===== src/rtl/hazard_ctrl.sv =====
// ---------------------------------------------------------------------------
// hazard_ctrl
// Pipeline interlock controller for the five-stage MIPS core. It sits beside
// ID and tracks in-flight register writes in a 3-entry scoreboard (EX, MEM,
// WB). It stalls the front end on read-after-write hazards and holds a
// multi-cycle multiply in EX until its product is valid.
//
// Parameters
//   MUL_CYCLES : cycles a multiply occupies EX (>= 2)
//   WB_BYPASS  : 1 = write-before-read register file, WB entry never hazards
//   CNT_W      : width of the saturating stall-cycle counter
//
// Ports
//   i_clk, i_rst        : clock, synchronous active-high reset
//   i_id_valid          : decoded instruction present in ID
//   i_id_rs/i_id_rt     : source register numbers
//   i_id_use_rs/_rt     : instruction reads that source
//   i_id_rd             : destination register
//   i_id_rf_wr          : instruction writes the register file
//   i_id_is_mul         : instruction is a multiply
//   o_stall_front       : hold PC and IF/ID (combinational)
//   o_idex_flush        : load bubble into ID/EX (combinational)
//   o_ex_hold           : hold ID/EX, bubble into EX/MEM (combinational)
//   o_mul_start         : one-cycle multiplier start pulse (registered)
//   o_mul_busy          : FSM is in MUL (registered)
//   o_stall_cnt         : saturating count of stall_front cycles
// ---------------------------------------------------------------------------
module hazard_ctrl #(
    parameter int unsigned MUL_CYCLES = 4,
    parameter bit          WB_BYPASS  = 1'b0,
    parameter int unsigned CNT_W      = 16
) (
    input  logic             i_clk,
    input  logic             i_rst,
    input  logic             i_id_valid,
    input  logic [4:0]       i_id_rs,
    input  logic [4:0]       i_id_rt,
    input  logic             i_id_use_rs,
    input  logic             i_id_use_rt,
    input  logic [4:0]       i_id_rd,
    input  logic             i_id_rf_wr,
    input  logic             i_id_is_mul,
    output logic             o_stall_front,
    output logic             o_idex_flush,
    output logic             o_ex_hold,
    output logic             o_mul_start,
    output logic             o_mul_busy,
    output logic [CNT_W-1:0] o_stall_cnt
);

    localparam int unsigned MCNT_W = (MUL_CYCLES > 1) ? $clog2(MUL_CYCLES) : 1;

    typedef enum logic {
        S_RUN = 1'b0,
        S_MUL = 1'b1
    } state_t;

    // FSM and multiply sequencing state
    state_t              r_state;
    logic [MCNT_W-1:0]   r_mcnt;
    logic                r_mul_start;
    logic                r_mul_busy;

    // Scoreboard entries {valid, rd}
    logic                r_ex_v;
    logic [4:0]          r_ex_rd;
    logic                r_mem_v;
    logic [4:0]          r_mem_rd;
    logic                r_wb_v;
    logic [4:0]          r_wb_rd;

    logic [CNT_W-1:0]    r_stall_cnt;

    logic                w_rs_hit;
    logic                w_rt_hit;
    logic                w_raw;
    logic                w_issue;
    logic                w_ex_load_v;

    // Source match against valid in-flight destinations; r0 never matches
    assign w_rs_hit = i_id_use_rs && (i_id_rs != 5'd0) &&
                      ((r_ex_v  && (i_id_rs == r_ex_rd))  ||
                       (r_mem_v && (i_id_rs == r_mem_rd)) ||
                       (!WB_BYPASS && r_wb_v && (i_id_rs == r_wb_rd)));

    assign w_rt_hit = i_id_use_rt && (i_id_rt != 5'd0) &&
                      ((r_ex_v  && (i_id_rt == r_ex_rd))  ||
                       (r_mem_v && (i_id_rt == r_mem_rd)) ||
                       (!WB_BYPASS && r_wb_v && (i_id_rt == r_wb_rd)));

    assign w_raw       = i_id_valid && (w_rs_hit || w_rt_hit);
    assign w_issue     = i_id_valid && !w_raw && (r_state == S_RUN);
    assign w_ex_load_v = w_issue && i_id_rf_wr && (i_id_rd != 5'd0);

    // Scoreboard shift; during a multiply EX keeps the multiply's entry
    always_ff @(posedge i_clk) begin
        if (i_rst) begin
            r_ex_v   <= 1'b0;
            r_ex_rd  <= 5'd0;
            r_mem_v  <= 1'b0;
            r_mem_rd <= 5'd0;
            r_wb_v   <= 1'b0;
            r_wb_rd  <= 5'd0;
        end else if (r_state == S_RUN) begin
            r_ex_v   <= w_ex_load_v;
            r_ex_rd  <= i_id_rd;
            r_mem_v  <= r_ex_v;
            r_mem_rd <= r_ex_rd;
            r_wb_v   <= r_mem_v;
            r_wb_rd  <= r_mem_rd;
        end else begin
            r_mem_v  <= 1'b0;
            r_wb_v   <= r_mem_v;
            r_wb_rd  <= r_mem_rd;
        end
    end

    // RUN/MUL sequencer with registered start pulse and busy flag
    always_ff @(posedge i_clk) begin
        if (i_rst) begin
            r_state     <= S_RUN;
            r_mcnt      <= MCNT_W'(0);
            r_mul_start <= 1'b0;
            r_mul_busy  <= 1'b0;
        end else if (r_state == S_RUN) begin
            r_mul_start <= 1'b0;
            if (w_issue && i_id_is_mul) begin
                r_state     <= S_MUL;
                r_mcnt      <= MCNT_W'(MUL_CYCLES - 1);
                r_mul_start <= 1'b1;
                r_mul_busy  <= 1'b1;
            end
        end else begin
            r_mul_start <= 1'b0;
            // Leave one cycle early so the final EX cycle runs in RUN and
            // EX/MEM captures the product.
            if (r_mcnt <= MCNT_W'(1)) begin
                r_state    <= S_RUN;
                r_mcnt     <= MCNT_W'(0);
                r_mul_busy <= 1'b0;
            end else begin
                r_mcnt <= r_mcnt - MCNT_W'(1);
            end
        end
    end

    // Pipeline control; multiply hold overrides any data hazard
    always_comb begin
        o_stall_front = 1'b0;
        o_idex_flush  = 1'b0;
        o_ex_hold     = 1'b0;
        if (!i_rst) begin
            if (r_state == S_RUN) begin
                o_stall_front = w_raw;
                o_idex_flush  = w_raw;
            end else if (r_mcnt != MCNT_W'(0)) begin
                o_stall_front = 1'b1;
                o_ex_hold     = 1'b1;
            end
        end
    end

    // Saturating count of front-end stall cycles
    always_ff @(posedge i_clk) begin
        if (i_rst) begin
            r_stall_cnt <= CNT_W'(0);
        end else if (o_stall_front && (r_stall_cnt != {CNT_W{1'b1}})) begin
            r_stall_cnt <= r_stall_cnt + CNT_W'(1);
        end
    end

    assign o_mul_start = r_mul_start;
    assign o_mul_busy  = r_mul_busy;
    assign o_stall_cnt = r_stall_cnt;

endmodule

===== config.mk =====
export PLATFORM = sky130hd
export DESIGN_NAME = hazard_ctrl
export DESIGN_NICKNAME = d
export VERILOG_FILES = /design/src/rtl/hazard_ctrl.sv
export SDC_FILE = /design/constraint.sdc
export NUM_CORES = 1
export LEC_CHECK = 0
export ABC_AREA = 1
export BUFFER_PORTS_ARGS = -buffer_cell sky130_fd_sc_hd__buf_4
export CAP_MARGIN = 20
export CELL_PAD_IN_SITES_DETAIL_PLACEMENT = 1
export CELL_PAD_IN_SITES_GLOBAL_PLACEMENT = 1
export CORE_UTILIZATION = 35
export CTS_BUF_LIST = sky130_fd_sc_hd__clkbuf_8 sky130_fd_sc_hd__clkbuf_16
export DETAILED_ROUTE_END_ITERATION = 12
export GPL_TIMING_DRIVEN = 0
export MAX_ROUTING_LAYER = met4
export PLACE_DENSITY_LB_ADDON = 0.1
export SLEW_MARGIN = 15
export SYNTH_ARGS = -nofsm -noshare
export SYNTH_HDL_FRONTEND = slang
export SYNTH_SLANG_ARGS = --single-unit

===== constraint.sdc =====
create_clock -name i_clk -period 1.6 [get_ports i_clk]
set_input_delay 0.32 -clock i_clk [delete_from_list [all_inputs] [get_ports i_clk]]
set_output_delay 0.32 -clock i_clk [all_outputs]
set_load 0.02 [all_outputs]

After elaboration in Yosys (flattened, before gate mapping)

Index checks and enable logic that the tools add are counted.

Bits in registers: 39
Input bits: 22
Word-level logic and storage cells: 69

Add/subtract/negate cells: 2
Magnitude comparators: 1
Equality and inequality tests: 8
Mux-type cells: 16
Bitwise operators: 1
Reductions and logical operators: 30

Operators with widths:

| operator              | number |
|---|---|
| $eq 5x5->1            | 6 |
| $logic_and 1x1->1     | 17 |
| $add 16x1->16 const B | 1 |
| $ne 16x16->1 const B  | 1 |
| $reduce_bool 5->1     | 3 |
| $mux 1                | 13 |
| $mux 2                | 3 |
| $logic_or 1x1->1      | 5 |
| $reduce_bool 2->1     | 2 |
| $le 2x1->1 const B    | 1 |
| $ne 2x1->1 const B    | 1 |
| $reduce_and 2->1      | 1 |
| $reduce_or 2->1       | 1 |
| $sub 2x1->2 const B   | 1 |
| $logic_not 1->1       | 1 |
| $not 1->1             | 1 |

Logic depth before layout (Yosys ltp)

Gate-level depths: netlist of the first run.

Depth in word-level cells: 13
Depth in mapped cells: 14
Depth with buffers taken out: 13

Least setup slack after synthesis of the first run

OpenSTA, ideal clock, no wires.

Path kind: reg2reg
From: reg r_stall_cnt[0], in the netlist o_stall_cnt[0]
To: reg r_stall_cnt[0], in the netlist o_stall_cnt[0]
Setup time: 0.115 ns
Data arrival time: 1.671 ns
Data required time: 1.485 ns
Slack: -0.187 ns
Cell stages (with the launch flop): 12
Path buffers: 1
Cells stage by stage: dfxtp_1 > ha_1 > nand2_1 > inv_1 > nand2_1 > inv_1 > nand2_2 > inv_1 > nand3_2 > buf_4 > a21oi_1 > nor2_1

Cells in the longest elaborated chain, start to end: 2
Elaborated cells on any way between the ends: 3
Classes of those cells: add/sub: 1; eq/ne: 1; reduce/logical: 1

Ends and longest elaborated chain:

| element                                               | line | text |
|---|---|---|
| from (decl)                                           | 72   | `logic [CNT_W-1:0] r_stall_cnt;` |
| from (signal assigned)                                | 168  | `r_stall_cnt <= r_stall_cnt + CNT_W'(1);` |
| branches (longest 2 deep; another with $add 16x1->16) | -    |  |

Parallel ways; which one is timed is not known.
A chain may end at the register's enable or synchronous reset.

Final worst setup path of the first run

From: reg r_mem_rd[4]
To: out o_idex_flush

Cells in the longest elaborated chain, start to end: 9
Elaborated cells on any way between the ends: 14
Classes of those cells: eq/ne: 2; mux: 2; reduce/logical: 10

Ends and longest elaborated chain:

| element                              | line   | text |
|---|---|---|
| from (decl)                          | 68     | `logic [4:0] r_mem_rd;` |
| from (signal assigned)               | 108    | `r_mem_rd <= r_ex_rd;` |
| $eq 5x5->1 (on tied branches)        | 83, 88 |  |
| $logic_and 1x1->1 (on tied branches) | 83, 88 |  |
| $logic_or 1x1->1 (on tied branches)  | 82, 87 |  |
| $logic_or 1x1->1 (on tied branches)  | 83, 88 |  |
| $logic_and 1x1->1 (on tied branches) | 81, 86 |  |
| $logic_or 1x1->1 (*)                 | 91     | `assign w_raw = i_id_valid && (w_rs_hit \|\| w_rt_hit);` |
| $logic_and 1x1->1 (*)                | 91     |  |
| $mux 1 (*)                           | 153    | `if (r_state == S_RUN) begin` |
| $mux 1 (*)                           | 152    | `if (!i_rst) begin` |
| to (decl)                            | 44     | `output logic o_idex_flush,` |

Every way passes the cells marked *; elsewhere a longest branch is shown, timed or not.

==> results of run 1 <==
power by group through the flow:
stage	logic, mW	registers, mW	clock network [mW]
after global routing	0.397	1.04	1.07
final	0.360	1.03	1.01
after global placement	0.266	1.05	0
after CTS	0.310	1.03	1.03
after detailed placement	0.272	1.05	0
after floorplan	0.154	1.04	0
flip-flops by register name, summed over array words and instances, names as in the netlist:
signal / count
o_mul_start: 1
o_stall_cnt: 16
o_mul_busy: 1
r_mem_rd: 5
r_ex_v: 1
r_ex_rd: 5
r_wb_rd: 5
r_state: 1
r_mcnt: 2
r_wb_v: 1
r_mem_v: 1
worst paths after layout:
check                                     end  cells past startpoint                      from
setup / recovery                 o_idex_flush                     13  r_mem_rd[4]$_SDFFE_PP0N_
hold / removal        r_ex_rd[0]$_SDFFE_PP0N_                      3                i_id_rd[0]
setup reg to reg  o_stall_cnt[0]$_SDFFE_PP0P_                     17  r_mem_rd[4]$_SDFFE_PP0N_
hold reg to reg       o_mul_busy$_SDFFE_PP0P_                      2   o_mul_busy$_SDFFE_PP0P_
stage by stage:
step	hold slack, ns	util, %
2_1_floorplan	0.416	-
3_3_place_gp	0.459	43.0
3_5_place_dp	0.457	43.0
4_1_cts	0.251	49.3
5_1_grt	0.277	52.7
6_report	0.258	52.7
repair_timing:
item / 4_1_cts / 5_1_grt
pin swaps: 11 / 27
setup endpoints to repair: 19 / 24
hold buffers: 0 / 0
cloned: 1 / 0
setup buffers: 21 / 10
gates resized for setup: 52 / 52
worst reg2reg max path, cell delays in order, from the launching register on:
cell     delay (ns)
dfxtp_2        0.35
inv_2          0.08
nand2_1        0.06
nand2_1        0.09
nor2_2         0.05
nand3_1        0.07
nand3_1        0.08
nand2_2        0.11
nand2_2        0.07
nand2_2        0.08
nand2_2        0.06
buf_6          0.13
buf_12         0.12
buf_6          0.11
buf_8          0.12
buf_16         0.13
a21oi_4        0.13
nor2_1         0.05
layout by cell type, fill, tap and decap left out, types with 9 or more instances in the layout:
master and n:
buf_4 63, nand3_1 18, xor2_1 10, dfxtp_1 20, nand2_2 22, nand2_1 90, inv_2 20, a21oi_2 9
nor2_1 37, dfxtp_2 14, inv_1 28, nand3_2 10, o22ai_1 9
routing by layer:
metal  vias up  global-route usage (%)  share of wire [%]
met4         0                    7.07                1.2
met5         -                       -                  0
li1       1276                       -                  -
met3         9                    4.18                4.0
met1      1258                    32.3                 46
met2        62                    37.4                 49
final cells by class:
type | count | area (um2) | area share (%)
buffer | 8 | 72.6 | 2.18
clock buffer | 5 | 68.8 | 2.07
clock inverter | 3 | 66.3 | 1.99
inverter | 53 | 211 | 6.35
multi-input combinational | 254 | 1380 | 41.5
sequential | 39 | 817 | 24.5
tap | 77 | 96.3 | 2.89
timing repair buffer | 73 | 613 | 18.4
kinds of logic (layout without fill, tap and decap cells):
group / count (synthesis) / after routing / synth area share [%]
AOI/OAI and AO/OA: 41 / 41 / 10.9
xor gates and xnor gates: 13 / 13 / 4.99
adders and majority gates: 1 / 1 / 0.548
buffers and inverters: 61 / 142 / 11.6
DFF: 39 / 39 / 34.2
and+or+nand+nor: 199 / 199 / 37.8
==> impl_metrics.toml, run 1 <==
[outcome]
status = "finished with violations"
failed_checks = "negative setup slack"

[finish]
n_antenna_cell = 0
layout-drive-gt1-share_pct = 43.0
fill_cells = 840
nNetsFinal = 457
design_area_mm2 = 0.00333
fin_cells = 512
syn_to_final_growth_pct = 45.8

[worst_setup_path]
worstSetupEndpointType = "output port"
crit_chain = "inv_2, nand2_1, nand2_1, nor2_2, nand3_1, nand3_1, nand2_2, nand2_2, nand2_2, buf_4, buf_6, inv_2, buf_6"
cp_max_fo = 4
critical-path-max-stage-delay_ns = 0.36
startpoint_type = "flip-flop"
required_ns = 1.28
arrival_ns = 1.76
crit_family = "simple AND/OR/NAND/NOR gates"
r2r_slack_ns = -0.36
path_class = "reg -> out"
slowest_stage = "dfxtp_2"
crit_buf_inv = 5
crit_top_cell = "nand2_2"

[global_route]
grt_overflow = 0
grt_max_degree = 14
grt_pass1_wl_um = 12000
grt_usage_pct = 24.2
grt_pass1_vias = 2438
antenna_found_initial = 0

[sta]
finalMaxSlewViolations = 0
hold_viol_final = 0
fmax_mhz = 481
setup_slack_ns = -0.480
rsz0062_at_grt = "yes"
slew-limit-headroom_pct = 56.0
tns_ns = -4.83
setup_viol = 23
min_period_ns = 2.08
fin_crit_sh_pct = 130
worst_pin_slew_ns = 0.660
fin_skew_ns = 0.00434

[routing]
routedWlPerCell_um = 16.3
vias = 2605
vias_per_cell = 5.09
drc_errors = 0
ant_nets = 0
wl_um = 8320
first_pass_iters = 5
drtIter0Drc = 120

[pwr]
p_clk_share_pct = 42.1
ir_drop_v = 0.000346
leakage_nw = 1.49
p_seq_share_pct = 42.9
combPwrFrac_pct = 15.0
total_power_mw = 2.41
switching_share_pct = 26.2
p_per_area_mw_per_mm2 = 723
power.switching_uw = 630
internal_power_mw = 1.78

[floorplanning]
die_h_um = 82.8
io_pins = 43
start_util_pct = 36.1
core-area_mm2 = 0.00631
die_w_um = 82.8
fp-row-count = 29
dieArea_mm2 = 0.00685

[placed_design]
dp_cells = 473
placed_cell_area_mm2 = 0.00271
dpl.hpwl_um = 5180
gp_congestion = 0.813
pre_cts_ws_ns = -0.503
portBuffers = 42

[yosys]
synth.distinct_cells = 26
netlist_top_cells_area = "dfxtp_1 (34%), nand2_1 (18%), inv_1 (7.4%)"
ys_top_cells_by_count = "nand2_1 (109), inv_1 (45), nor2_1 (45)"
synth.most_common_cell = "nand2_1"
syn-instance-count = 354
avgSynthCellArea_um2 = 6.45
synth_edf_count = 0
synth-main-ff-cell = "dfxtp_1"
syn_nets = 377
ys_seq_area_share_pct = 34.2
ys_ff_latch = 39
synth_area_mm2 = 0.00228
synth_top_area_share_pct = 34.2
ys_warn_count = 0
synth_async_sr_flop_share_pct = 0
synth.largest_area_cell = "dfxtp_1"

[clock_network]
cts_buffers = 5
cts.sinks = 39
root_buffer = "clkbuf_8"
clockBufferDepth = 2
path_clk_slew_ns = 0.08
htreeDepth = 2
tritoncts = "yes"
clk_latency_ns = 0.30

[worst_hold_path]
hold_path.class = "in -> reg"

[run]
max-cap-violations = 0
(Power assumes the default switching activity.)
==> inputs of run 2 (changes only) <==
Settings changed: REMOVE_ABC_BUFFERS set to 1.
==> impl_metrics.toml, run 2 (synthesis gave the netlist of run 1 again) <==
[worst_setup_path]
arrival_ns = 1.62
slowest_stage = "dfxtp_2"
startpoint = "r_mem_rd[1]$_SDFFE_PP0N_"
startpoint_type = "flip-flop"
worstSetupEndpointType = "output port"
required_ns = 1.28
path_class = "reg -> out"
r2r-start = "r_mem_rd[1]$_SDFFE_PP0N_"
crit_chain = "inv_4, nand2_1, nand2_1, nor2_1, nand3_1, nand3_2, nand2_2, nand2_2, nand2_4, nand2_8, buf_6"
cp_max_fo = 4
critical-path-max-stage-delay_ns = 0.37

[pwr]
p_per_area_mw_per_mm2 = 691
p_clk_share_pct = 41.9
combPwrFrac_pct = 14.6
leakage_nw = 1.54
total_power_mw = 2.39
ir_drop_v = 0.000570
internal_power_mw = 1.77
power.switching_uw = 620
switching_share_pct = 26.0
p_seq_share_pct = 43.5

[global_route]
antenna_found_initial = 0
grt_overflow = 0
grt_usage_pct = 26.7
grt_pass1_vias = 2624
grt_pass1_wl_um = 12900
grt_max_degree = 24

[placed_design]
dpl.hpwl_um = 4960
dp_cells = 465
portBuffers = 42
pre_cts_ws_ns = -0.770
gp_congestion = 0.776
placed_cell_area_mm2 = 0.00263

[clock_network]
tritoncts = "yes"
holdBufCountCts = 0
htreeDepth = 2
root_buffer = "clkbuf_8"
clockBufferDepth = 2
cts.sinks = 39
cts_buffers = 5
path_clk_slew_ns = 0.09
clk_latency_ns = 0.30

[sta]
min_period_ns = 1.94
fin_skew_ns = 0.0117
tns_ns = -4.28
rsz0062_at_grt = "yes"
worst_pin_slew_ns = 0.409
slew-limit-headroom_pct = 72.5
hold_viol_final = 0
finalMaxSlewViolations = 0
setup_slack_ns = -0.342
setup_viol = 20
fin_crit_sh_pct = 121
fmax_mhz = 515
whs_ns = 0.246

[finish]
layout-drive-gt1-share_pct = 45.4
n_antenna_cell = 0
final_cell_mix = "nand2_1 (87), buf_4 (66), nor2_1 (37)"
fin_cells = 509
syn_to_final_growth_pct = 51.3
nNetsFinal = 454
largest_reg_flops = 16
design_area_mm2 = 0.00345
post-route-util_pct = 54.7
final_common_cell = "nand2_1"

[worst_hold_path]
hold_path.class = "in -> reg"
min_from = "i_id_rd[1]"

[floorplanning]
core-area_mm2 = 0.00631
fp-row-count = 29
io_pins = 43
dieArea_mm2 = 0.00685
start_util_pct = 36.1
die_w_um = 82.8
die_h_um = 82.8

[routing]
first_pass_iters = 4
wl_met3_um = 274
drtIter0Drc = 123
highest_layer = "met4"
vias = 2628
ant_nets = 0
wl_met1_um = 3830
wl_um = 8440
wl_met2_um = 4200
drc_errors = 0
routedWlPerCell_um = 16.6
vias_per_cell = 5.16

[outcome]
failed_checks = "negative setup slack"
status = "finished with violations"

[run]
max-cap-violations = 0
[run 2: cell count changes in the layout (fill, tap and decap cells not counted), moves of 4 or more]
| cell | previous run | this run |
|---|---|---|
| nand2_4 | 1 | 13 |
| inv_2 | 20 | 16 |
| dfxtp_1 | 20 | 14 |
| buf_8 | 4 | 0 |
| nand2_2 | 22 | 12 |
| nand2_8 | 0 | 4 |
| dfxtp_2 | 14 | 22 |
[run 2: area by class of cell]
type / count / area, um2
repair buffers: 74 / 612
clock buffers: 5 / 68.8
clock inverters: 3 / 63.8
inverters: 53 / 216
multi-input cells: 258 / 1580
well taps: 77 / 96.3
fillers: 797 / 2860
flip-flops and latches: 39 / 820
[run 2: critical path: cells and delay by family, from the launching register on]
family | cells | cell delay [ns]
and+or+nand+nor | 9 | 0.78
buffers and inverters | 2 | 0.16
DFF | 1 | 0.37
[run 2: final timing paths]
check	end	slack (ns)	cells after the start
max	o_stall_front	-0.34	11
min	r_ex_rd[1]$_SDFFE_PP0N_	0.25	3
max reg2reg	o_stall_cnt[11]$_SDFFE_PP0P_	-0.25	15
min reg2reg	o_mul_busy$_SDFFE_PP0P_	0.48	2
[run 2: power groups by stage]
stage | logic (mW) | registers, mW | clock network (mW)
2_1_floorplan | 0.140 | 1.05 | 0
3_3_place_gp | 0.254 | 1.05 | 0
3_5_place_dp | 0.261 | 1.05 | 0
4_1_cts | 0.323 | 1.03 | 1.01
5_1_grt | 0.384 | 1.04 | 1.05
6_report | 0.349 | 1.04 | 0.999
[run 2: layer usage]
metal	global-route usage (%)	up-vias
li1	-	1274
met4	8.10	0
met3	4.62	12
met1	33.1	1293
met2	44.0	49
met5	-	-
[run 2: timing repair]
item,in CTS,in global routing
pin swaps,10,17
buffers inserted,29,8
endpoints found under the setup margin,18,25
gates cloned,5,0
endpoints found under the hold margin,0,0
resized for setup,76,59
==> inputs of run 3 (changes only) <==
Settings changed: CORE_UTILIZATION 35 to 36, CTS_BUF_LIST sky130_fd_sc_hd__clkbuf_8 sky130_fd_sc_hd__clkbuf_16 to sky130_fd_sc_hd__clkbuf_4 sky130_fd_sc_hd__clkbuf_8, SLEW_MARGIN 15 to 0.
==> impl_metrics.toml, run 3 (synthesis gave the netlist of run 1 again) <==
[outcome]
status = "finished with violations"
failed_checks = "negative setup slack"

[routing]
wl_met2_um = 3080
vias = 2364
wl_um = 6930
routedWlPerCell_um = 14.2
drtIter0Drc = 66
ant_nets = 0
highest_layer = "met4"
drc_errors = 0
wl_met1_um = 3580
wl_met3_um = 196
first_pass_iters = 4
vias_per_cell = 4.84

[worst_setup_path]
crit_chain = "inv_2, nand2_1, nand2_1, nor2_2, nand3_1, nand3_1, nand2_2, nand2_2, nand2_4, nand2_8, buf_6"
startpoint_type = "flip-flop"
r2r_slack_ns = -0.21
cp_max_fo = 5
worstReg2RegEnd = "o_stall_cnt[1]$_SDFFE_PP0P_"
critical-path-max-stage-delay_ns = 0.36
arrival_ns = 1.56
rr_worst_depth = 14
required_ns = 1.28
r2r-start = "r_mem_rd[0]$_SDFFE_PP0N_"
worstSetupEndpointType = "output port"
slowest_stage = "dfxtp_1"
path_class = "reg -> out"

[sta]
fin_crit_sh_pct = 118
fmax_mhz = 531
fin_skew_ns = 0.00583
finalMaxSlewViolations = 0
whs_ns = 0.243
setup_slack_ns = -0.284
rsz0062_at_grt = "yes"
slew-limit-headroom_pct = 73.5
worst_pin_slew_ns = 0.393
hold_viol_final = 0
min_period_ns = 1.88
setup_viol = 18

[clock_network]
clockBufferDepth = 2
tritoncts = "yes"
root_buffer = "clkbuf_8"
clk_latency_ns = 0.30
cts.sinks = 39
htreeDepth = 2
cts_buffers = 5
holdBufCountCts = 0
path_clk_slew_ns = 0.08

[pwr]
ir_drop_v = 0.000390
leakage_nw = 1.37
power.switching_uw = 573
internal_power_mw = 1.54
switching_share_pct = 27.1
p_clk_share_pct = 36.8
p_seq_share_pct = 48.9
p_per_area_mw_per_mm2 = 703
combPwrFrac_pct = 14.3

[placed_design]
dpl.hpwl_um = 4960
dp_cells = 463
gp_congestion = 0.831
placed_cell_area_mm2 = 0.00263
pre_cts_ws_ns = -0.718
portBuffers = 42

[finish]
design_area_mm2 = 0.00300
n_antenna_cell = 0
largest_reg_flops = 16
layout-drive-gt1-share_pct = 33.4
post-route-util_pct = 49.8
fin_cells = 488
fill_cells = 820
nNetsFinal = 435
final_common_cell = "nand2_1"
syn_to_final_growth_pct = 31.6
final_cell_mix = "nand2_1 (103), buf_4 (54), nor2_1 (40)"

[worst_hold_path]
hold_depth = 3
hold_path.class = "in -> reg"
holdPathEnd = "r_ex_rd[1]$_SDFFE_PP0N_"
min_from = "i_id_rd[1]"

[global_route]
antenna_found_initial = 0
grt_overflow = 0
grt_pass1_vias = 2155
grt_usage_pct = 22.5
grt_max_degree = 24
grt_pass1_wl_um = 10800

[floorplanning]
dieArea_mm2 = 0.00666
fp-row-count = 28
io_pins = 43
die_h_um = 81.6
core-area_mm2 = 0.00603
die_w_um = 81.6
start_util_pct = 37.9

[run]
max-cap-violations = 0
## run 3: critical path: cells and delay by family, from the launching register on
kind / cells / cell delay (ns)
buffers and inverters: 2 / 0.18
DFF: 1 / 0.36
and+or+nand+nor: 9 / 0.72
## run 3: per-stage QoR
step / setup TNS [ns] / power, mW
CTS: -1.41 / 2.11
global placement: -10.79 / 1.30
global route: -5.64 / 2.21
detailed placement: -11.95 / 1.31
floorplan: -5.15 / 1.19
finish: -3.17 / 2.11
## run 3: layer usage
layer,vias to the layer above,GRT usage (%)
met5,-,-
met1,1096,32.1
met2,39,32.4
met3,5,4.00
li1,1224,-
met4,0,5.79
## run 3: repair_timing
item,4_1_cts,5_1_grt
pin swaps,12,12
buffers inserted,10,7
gates resized for setup,39,22
cloned,1,0
endpoints found under the setup margin,19,24
## run 3: final cells by class
class                   instances  area [um2]  share of cell area, %
multi-input cells             255        1350                   44.9
inverters                      53         199                   6.63
clock buffers                   8         104                   3.46
repair buffers                 58         459                   15.3
well taps                      75        93.8                   3.13
flip-flops and latches         39         800                   26.6
## run 3: worst max path at each step
stage                                   end  cells past startpoint                        start  slack, ns
2_1_floorplan  o_stall_cnt[13]$_SDFFE_PP0P_                     11  o_stall_cnt[0]$_SDFFE_PP0P_      -0.36
3_3_place_gp   o_stall_cnt[10]$_SDFFE_PP0P_                      9                        i_rst      -0.66
3_5_place_dp    o_stall_cnt[8]$_SDFFE_PP0P_                      9                        i_rst      -0.72
4_1_cts                        o_idex_flush                     11      r_ex_rd[3]$_SDFFE_PP0N_      -0.28
5_1_grt                       o_stall_front                     11     r_mem_rd[0]$_SDFFE_PP0N_      -0.39
6_report                      o_stall_front                     11     r_mem_rd[0]$_SDFFE_PP0N_      -0.28
## run 3: power groups by stage
| stage | clock network (mW) | logic (mW) | registers [mW] |
|---|---|---|---|
| 2_1_floorplan | 0 | 0.140 | 1.05 |
| 3_3_place_gp | 0 | 0.255 | 1.05 |
| 3_5_place_dp | 0 | 0.261 | 1.05 |
| 4_1_cts | 0.797 | 0.282 | 1.03 |
| 5_1_grt | 0.838 | 0.337 | 1.04 |
| 6_report | 0.776 | 0.302 | 1.03 |
